`src/rtl/pkt_receiver.sv`:
```
// Receive path for the top-k kernel: turns TCP/IP stack notifications into read
// requests and forwards returned payload beats tagged with session and length.
module pkt_receiver #(
  parameter int DATA_W = 512,
  parameter int SID_W  = 16,
  parameter int LEN_W  = 16
) (
  input  logic                          clk,
  input  logic                          rst,

  input  logic [87:0]                   s_axis_notifications_TDATA,
  input  logic                          s_axis_notifications_TVALID,
  output logic                          s_axis_notifications_TREADY,

  output logic [LEN_W+SID_W-1:0]        m_axis_read_package_TDATA,
  output logic                          m_axis_read_package_TVALID,
  input  logic                          m_axis_read_package_TREADY,

  input  logic [SID_W-1:0]              s_axis_rx_metadata_TDATA,
  input  logic                          s_axis_rx_metadata_TVALID,
  output logic                          s_axis_rx_metadata_TREADY,

  input  logic [DATA_W-1:0]             s_axis_rx_data_TDATA,
  input  logic [DATA_W/8-1:0]           s_axis_rx_data_TKEEP,
  input  logic                          s_axis_rx_data_TLAST,
  input  logic                          s_axis_rx_data_TVALID,
  output logic                          s_axis_rx_data_TREADY,

  output logic [LEN_W+SID_W+DATA_W:0]   pkt_tx_TDATA,
  output logic                          pkt_tx_TVALID,
  input  logic                          pkt_tx_TREADY,

  output logic [31:0]                   stat_pkt_count,
  output logic [31:0]                   stat_drop_count,
  output logic                          stat_sid_mismatch
);

  typedef enum logic [1:0] {
    ST_IDLE,
    ST_REQ,
    ST_META,
    ST_DATA
  } state_e;

  state_e             state_q, state_d;
  logic [SID_W-1:0]   req_sid_q, req_sid_d;
  logic [LEN_W-1:0]   req_len_q, req_len_d;
  logic [SID_W-1:0]   out_sid_q, out_sid_d;
  logic [31:0]        pkt_cnt_q, pkt_cnt_d;
  logic [31:0]        drop_cnt_q, drop_cnt_d;
  logic               mismatch_q, mismatch_d;

  logic               notif_rdy, req_vld, meta_rdy, tx_vld, rx_rdy;

  logic [SID_W-1:0]   notif_sid;
  logic [LEN_W-1:0]   notif_len;
  logic               notif_closed;

  assign notif_sid    = s_axis_notifications_TDATA[SID_W-1:0];
  assign notif_len    = s_axis_notifications_TDATA[16 +: LEN_W];
  assign notif_closed = s_axis_notifications_TDATA[80];

  // IP, port and TKEEP carry nothing this block acts on.
  logic unused_bits;
  assign unused_bits = ^{s_axis_notifications_TDATA[79:32],
                         s_axis_notifications_TDATA[87:81],
                         s_axis_rx_data_TKEEP};

  always_comb begin
    state_d    = state_q;
    req_sid_d  = req_sid_q;
    req_len_d  = req_len_q;
    out_sid_d  = out_sid_q;
    pkt_cnt_d  = pkt_cnt_q;
    drop_cnt_d = drop_cnt_q;
    mismatch_d = mismatch_q;
    notif_rdy  = 1'b0;
    req_vld    = 1'b0;
    meta_rdy   = 1'b0;
    tx_vld     = 1'b0;
    rx_rdy     = 1'b0;

    case (state_q)
      ST_IDLE: begin
        notif_rdy = 1'b1;
        if (s_axis_notifications_TVALID) begin
          if (notif_closed || (notif_len == '0)) begin
            drop_cnt_d = drop_cnt_q + 32'd1;
          end else begin
            req_sid_d = notif_sid;
            req_len_d = notif_len;
            state_d   = ST_REQ;
          end
        end
      end
      ST_REQ: begin
        req_vld = 1'b1;
        if (m_axis_read_package_TREADY) state_d = ST_META;
      end
      ST_META: begin
        meta_rdy = 1'b1;
        if (s_axis_rx_metadata_TVALID) begin
          out_sid_d = s_axis_rx_metadata_TDATA;
          if (s_axis_rx_metadata_TDATA != req_sid_q) mismatch_d = 1'b1;
          state_d = ST_DATA;
        end
      end
      ST_DATA: begin
        tx_vld = s_axis_rx_data_TVALID;
        rx_rdy = pkt_tx_TREADY;
        if (s_axis_rx_data_TVALID && pkt_tx_TREADY && s_axis_rx_data_TLAST) begin
          pkt_cnt_d = pkt_cnt_q + 32'd1;
          state_d   = ST_IDLE;
        end
      end
      default: state_d = ST_IDLE;
    endcase
  end

  always_ff @(posedge clk) begin
    if (rst) begin
      state_q    <= ST_IDLE;
      req_sid_q  <= '0;
      req_len_q  <= '0;
      out_sid_q  <= '0;
      pkt_cnt_q  <= '0;
      drop_cnt_q <= '0;
      mismatch_q <= 1'b0;
    end else begin
      state_q    <= state_d;
      req_sid_q  <= req_sid_d;
      req_len_q  <= req_len_d;
      out_sid_q  <= out_sid_d;
      pkt_cnt_q  <= pkt_cnt_d;
      drop_cnt_q <= drop_cnt_d;
      mismatch_q <= mismatch_d;
    end
  end

  // Handshake outputs are masked by rst so nothing is offered or taken while held in reset.
  assign s_axis_notifications_TREADY = notif_rdy & ~rst;
  assign m_axis_read_package_TVALID  = req_vld & ~rst;
  assign s_axis_rx_metadata_TREADY   = meta_rdy & ~rst;
  assign pkt_tx_TVALID               = tx_vld & ~rst;
  assign s_axis_rx_data_TREADY       = rx_rdy & ~rst;

  assign m_axis_read_package_TDATA = {req_len_q, req_sid_q};
  assign pkt_tx_TDATA = {req_len_q, out_sid_q, s_axis_rx_data_TLAST, s_axis_rx_data_TDATA};

  assign stat_pkt_count    = pkt_cnt_q;
  assign stat_drop_count   = drop_cnt_q;
  assign stat_sid_mismatch = mismatch_q;

endmodule

```
`config.mk`:
```
export PLATFORM = sky130hd
export DESIGN_NAME = pkt_receiver
export DESIGN_NICKNAME = d
export VERILOG_FILES = /design/src/rtl/pkt_receiver.sv
export SDC_FILE = /design/constraint.sdc
export NUM_CORES = 1
export LEC_CHECK = 0
export ABC_AREA = 1
export CORE_AREA = 4 4 513 515
export CTS_CLUSTER_SIZE = 12
export DETAILED_ROUTE_END_ITERATION = 6
export DIE_AREA = 0 0 517 519
export GPL_TIMING_DRIVEN = 0
export SLEW_MARGIN = 5
export SYNTH_ARGS = -nofsm -noshare
export SYNTH_HDL_FRONTEND = slang
export SYNTH_SLANG_ARGS = --single-unit
```
`constraint.sdc`:
```
create_clock -name clk -period 1.5 [get_ports clk]
set_input_delay 0.15 -clock clk [delete_from_list [all_inputs] [get_ports clk]]
set_output_delay 0.15 -clock clk [all_outputs]
set_load 0.02 [all_outputs]
```
# --- Word level (Yosys, flattened, before mapping) ---
# Cells that the tools add are included.
op_classes:
  eq_ne: 9
  n_mux: 11
  addsub: 2
  reduce_logical: 11
  bitwise_logic: 7
op_table:
  columns: ["op", "count"]
  rows:
  - ["adder 32 x 1 -> 32 bit (second input constant)", 2]
  - ["zero test 16 bit", 1]
  - ["inequality test 16 bit", 1]
  - ["two-way mux 2 bit", 5]
  - ["inequality test 2 bit (second input constant)", 5]
  - ["AND reduction 3 bit", 3]
  - ["case mux 2 bit (4 select lines)", 1]
  - ["AND 1 bit", 5]
  - ["two-way mux 1 bit", 5]
  - ["AND reduction 5 bit", 1]
  - ["== test 2 bit (second input constant)", 2]
  - ["AND reduction 2 bit", 2]
  - ["== test 2 x 1 -> 1 bit (second input constant)", 1]
  - ["logical AND 1 bit", 2]
  - ["zero test 2 bit", 1]
  - ["NOT 1 bit", 2]
  - ["logical OR 1 bit", 1]
totals:
  reg_bits: 115
  wordCells: 47
  output_inout_bits: 647

# --- Longest topological paths before layout ---
depth:
  ltp_word: 5
  mapped_depth: 12

# --- Worst setup path before layout ---
# Ideal clock, no wire load.
synth_timing:
  path_type: "register to register"
  start: "register drop_cnt_q[0] (netlist: stat_drop_count[0])"
  end: "register drop_cnt_q[18] (netlist: stat_drop_count[18])"
  slack_ns: -0.073
  path_buffers: 0
  setup_ns: 0.128
  t_arrival_ns: 1.446
  period_less_slack_ns: 1.573
  path_stages_with_launch: 9
  path_cell_list: "dfxtp_1 > ha_1 > nand3_2 > nor2_4 > nand3_1 > nor2_1 > nand3_1 > nand2_1 > nor2_1"
synth_between:
  elab_chain_len: 1
synth_rtl:
  columns: ["element", "line", "text"]
  rows:
  - ["start: declaration", "50", "logic [31:0] drop_cnt_q, drop_cnt_d;"]
  - ["start signal: assignment", "135", "drop_cnt_q <= drop_cnt_d;"]
  - ["adder 32 x 1 -> 32 bit", "88", "drop_cnt_d = drop_cnt_q + 32'd1;"]
# No other way between the ends.
# A chain may end at the register's enable or synchronous reset.

# --- Final worst setup path ---
layout_timing:
  start: "register state_q[1]"
  end: "register drop_cnt_q[29] (netlist: stat_drop_count[29])"
layout_between:
  elab_chain_len: 2
layout_rtl:
  columns: ["element", "line", "text"]
  rows:
  - ["start: declaration", "45", "state_e state_q, state_d;"]
  - ["start signal: assignment", "130", "state_q <= state_d;"]
  - ["zero test 2 bit", "83", "case (state_q)"]
  - ["AND reduction 3 bit (no source line)", null, null]
# No other way between the ends.

==> flow_results.org <==
** Critical path
- Number of buffer and inverter stages on the critical path :: 6
- The critical path goes through inv_4 -> buf_6 -> ha_4 -> nand2_4 -> clkinvlp_4 -> buf_12 -> nand2_8 -> buf_12 -> buf_12 -> nand2_4 -> a21oi_2.
- Destination of the worst register-to-register timing path :: stat_drop_count[29]
- The critical path in this run is classified as flop to flop.
- Among all stages on the critical path, the largest delay is contributed by dfxtp_4.
- Across all register-to-register paths, the minimum setup slack is -0.23 ns.
- Worst setup path start :: state_q[1]
- Largest stage delay, worst path :: 0.39 ns
- The critical path runs through a total of 11 cells.
- Along the worst path, the maximum fanout reaches 5.
- In this run the critical register-to-register path is launched from state_q[1].
- In this design, the critical path's most frequently occurring cell is buf_12.
- The worst setup path is captured at a flop.
- Measured in cells, the most critical reg-to-reg path has a length of 11.
- On the critical path the largest part of the delay comes from buffers and inverters.
- Critical path destination :: stat_drop_count[29]
- Data arrives at the worst endpoint at 2.12 ns.
- Startpoint type of the worst setup path :: flop
- Required time worst endpoint :: 1.89 ns

** Timing
- Headroom to the max-slew limit came out at 18.7%.
- Maximum clock skew at final layout :: 0.0241 ns
- Setup violations remaining at the end of the flow were counted as 98.
- After layout, the worst setup slack is -0.227 ns.
- Worst Tran Pin Value :: 1.22 ns
- Hold Vio Cnt, Final :: 0
- The number of max-slew violations in the final report was 0.
- Min cycle time layout :: 1.73 ns
- Share of the clock period used by the worst path :: 115%
- Unrepaired setup endpoints after global routing :: yes
- Static timing analysis puts the maximum clock frequency at 0.579 GHz.
- For the final routed database, the setup TNS stands at -13.29 ns.

** Floorplan
- In this run the standard cell core region covers 0.259 mm^2.
- 1335 I/O pins were placed.
- Once the floorplan was initialized, standard cells occupied 3.89% of the core.
- The die covers 0.268 mm^2.
- Die X-Extent :: 517 um
- Row generation in the floorplan step produced 187 rows.
- The die is 519 um tall.

** Global route
- All-Layer GR Usage :: 13.7%
- The first global-routing pass estimated 216 mm of wire.
- Number of global-route vias before repair :: 12289
- Pin count of the biggest net entering global routing :: 17
- The number of antenna violations at the first check in global routing is 354.
- For this run the aggregate overflow at the end of global routing stands at 0.

** Layout
- Fraction of layout cells with a size suffix above 1 :: 44.1%
- Nets@finish :: 2964
- Post-Route Utilization :: 9.25%
- Fill cells :: 30215
- Most common library cell in the layout ignoring fill and taps :: clkdlybuf4s50_1
- In the layout the commonest cells are clkdlybuf4s50_1, buf_4, nand2_1.
- Area overhead of the layout relative to synthesis :: 138%

** Drt
- Summed over all layers, the routed wires come to 193 mm.
- Count of nets left with antenna violations after detail routing :: 0
- Via density :: 2.37
- For this block, the initial DRC count from the detailed router was 661.
- Total DRC errors in the routed layout :: 0
- Total via count in the routed design :: 13642
- Post-DR wirelength/cell :: 33.6 um
- DRT Pass-1 Iters :: 5

** Place
- Routability-driven placement congestion ratio :: 0.880
- After legalization and detailed placement, the total HPWL measured 183 mm.
- Buffers placed on the I/O ports in this run total 702.
- Worst slack at placement :: -1.29 ns

** Run status
- The final reports fail on setup timing.
- The run finished, with violations left.

** Run
- Maximum capacitance violations :: 0

** Synth
- The synthesized netlist contains 30 unique library cells.
- Summing the sequential cell areas from Yosys gives 22.9% of the chip area.
- Post-Syn Area :: 0.0101 mm^2
- The number of nets handed over by synthesis was 2192.
- Count of yosys warnings during synthesis :: 0
- Synthesis handed over a netlist of 1498 instances.
- The average instance in the mapped netlist occupies 6.72 um^2.
- In this run, synthesis produced a sequential element count of 115.

** CTS
- CTS built an H-tree with a depth of 4.
- Maximum buffer depth of the clock tree :: 2
- Hold buffer count at cts :: 0
- The tree built by TritonCTS fans out to 115 sinks.
- TritonCTS built the clock tree.
- Later-pin clock latency in the skew report :: 0.49 ns
- Worst-path clk slew :: 0.08 ns
- Root buffer cell :: clkbuf_16
- TritonCTS Buffers :: 17

** Min path
- Path class of the lowest-slack min-delay path :: input pin to flop

** Power
- Maximum VDD drop :: 0.000612 V
- Leakage Power :: 8.82 nW
- PD cells :: 673 mW/mm^2
## worst min path at each step
stage                                         startpoint           endpoint  slack [ns]  cells past startpoint
after global routing      s_axis_notifications_TDATA[26]      req_len_q[10]        0.04                      3
after detailed placement               stat_sid_mismatch  stat_sid_mismatch        0.45                      2
final                     s_axis_notifications_TDATA[26]      req_len_q[10]        0.05                      3
after floorplan           s_axis_notifications_TDATA[16]       req_len_q[0]        0.29                      2
after CTS                                            rst  stat_pkt_count[7]        0.17                      3
after global placement                 stat_sid_mismatch  stat_sid_mismatch        0.44                      2
## power breakdown
part / total, W / internal, W / switching (W) / leakage, nW
sequential: 0.00362 / 0.00330 / 0.000319 / 0.966
combinational: 0.00796 / 0.00358 / 0.00438 / 7.56
clock: 0.00453 / 0.00249 / 0.00204 / 0.294
## kinds of logic (layout without fill, tap and decap cells)
logic type	count (synthesis)	in the layout	share of synthesized area, %
other	0	65	0
XOR/XNOR	21	21	1.83
flip-flops	115	115	22.9
adder cells (fa/ha/maj)	6	6	0.746
buffers and inverters	648	1433	44.2
AND/OR/NAND/NOR	570	570	23.3
AO/OA/AOI/OAI	138	138	7.08
## synthesized netlist by cell type, drive strengths merged
cell / number / area share [%]
o21a: 6 / 0.45
nor3: 8 / 0.50
a31oi: 1 / 0.062
o21bai: 1 / 0.075
xnor2: 5 / 0.43
clkbuf: 13 / 0.48
nand4: 7 / 0.43
inv: 91 / 3.4
nand3b: 1 / 0.075
dfxtp: 115 / 23
buf: 543 / 40
clkinv: 1 / 0.037
a21oi: 91 / 4.6
nand2: 343 / 13
nor2: 160 / 6.6
and3: 2 / 0.12
xor2: 16 / 1.4
ha: 6 / 0.75
o21ai: 39 / 1.9
nand3: 49 / 2.6
## metal layers
layer	track usage (%)	wire, um	part of all wire [%]	vias to the layer above
met5	0	1620	0.84	-
met4	1.22	2280	1.2	248
li1	-	-	-	5770
met1	13.4	65100	34	5994
met3	12.7	37900	20	365
met2	22.2	86400	45	1265
## worst reg2reg max path: stages, from the launching register on
cell and delay (ns):
dfxtp_4 0.39, inv_4 0.04, buf_6 0.11, ha_4 0.16, nand2_4 0.08, clkinvlp_4 0.14
buf_12 0.17, nand2_8 0.12, buf_12 0.12, buf_12 0.12, nand2_4 0.05, a21oi_2 0.13
## area by class of cell
cell class | instances | area (um^2) | area share [%]
antenna | 65 | 163 | 0.679
buffer | 552 | 4180 | 17.4
clock buffer | 17 | 425 | 1.78
clock inverter | 15 | 173 | 0.721
inverter | 92 | 377 | 1.57
multi-input combinational | 735 | 4240 | 17.7
sequential | 115 | 2430 | 10.1
tap | 3402 | 4260 | 17.8
timing repair buffer | 757 | 7700 | 32.2
## per-stage QoR
step / cell area [um^2] / instances / hold slack (ns) / total power [W]
after detailed placement: 21400 / 5602 / 0.448 / 0.0108
after global routing: 23800 / 5702 / 0.0370 / 0.0168
after CTS: 23000 / 5670 / 0.167 / 0.0162
after floorplan: 10100 / 1498 / 0.293 / 0.00664
final: 23900 / 5750 / 0.0527 / 0.0161
after global placement: 21400 / 5602 / 0.443 / 0.0108
## timing repair
item | CTS | global route
endpoints found under the hold margin | 0 | 0
buffers inserted | 30 | 16
pin swaps | 53 | 53
resized for setup | 713 | 194
cloned | 6 | 5
setup endpoints to repair | 250 | 114
## state kept, by name, summed over array words and instances (netlist names)
register / count
out_sid_q: 16
req_len_q: 16
stat_pkt_count: 32
state_q: 2
stat_drop_count: 32
stat_sid_mismatch: 1
req_sid_q: 16
(Power assumes the default switching activity.)
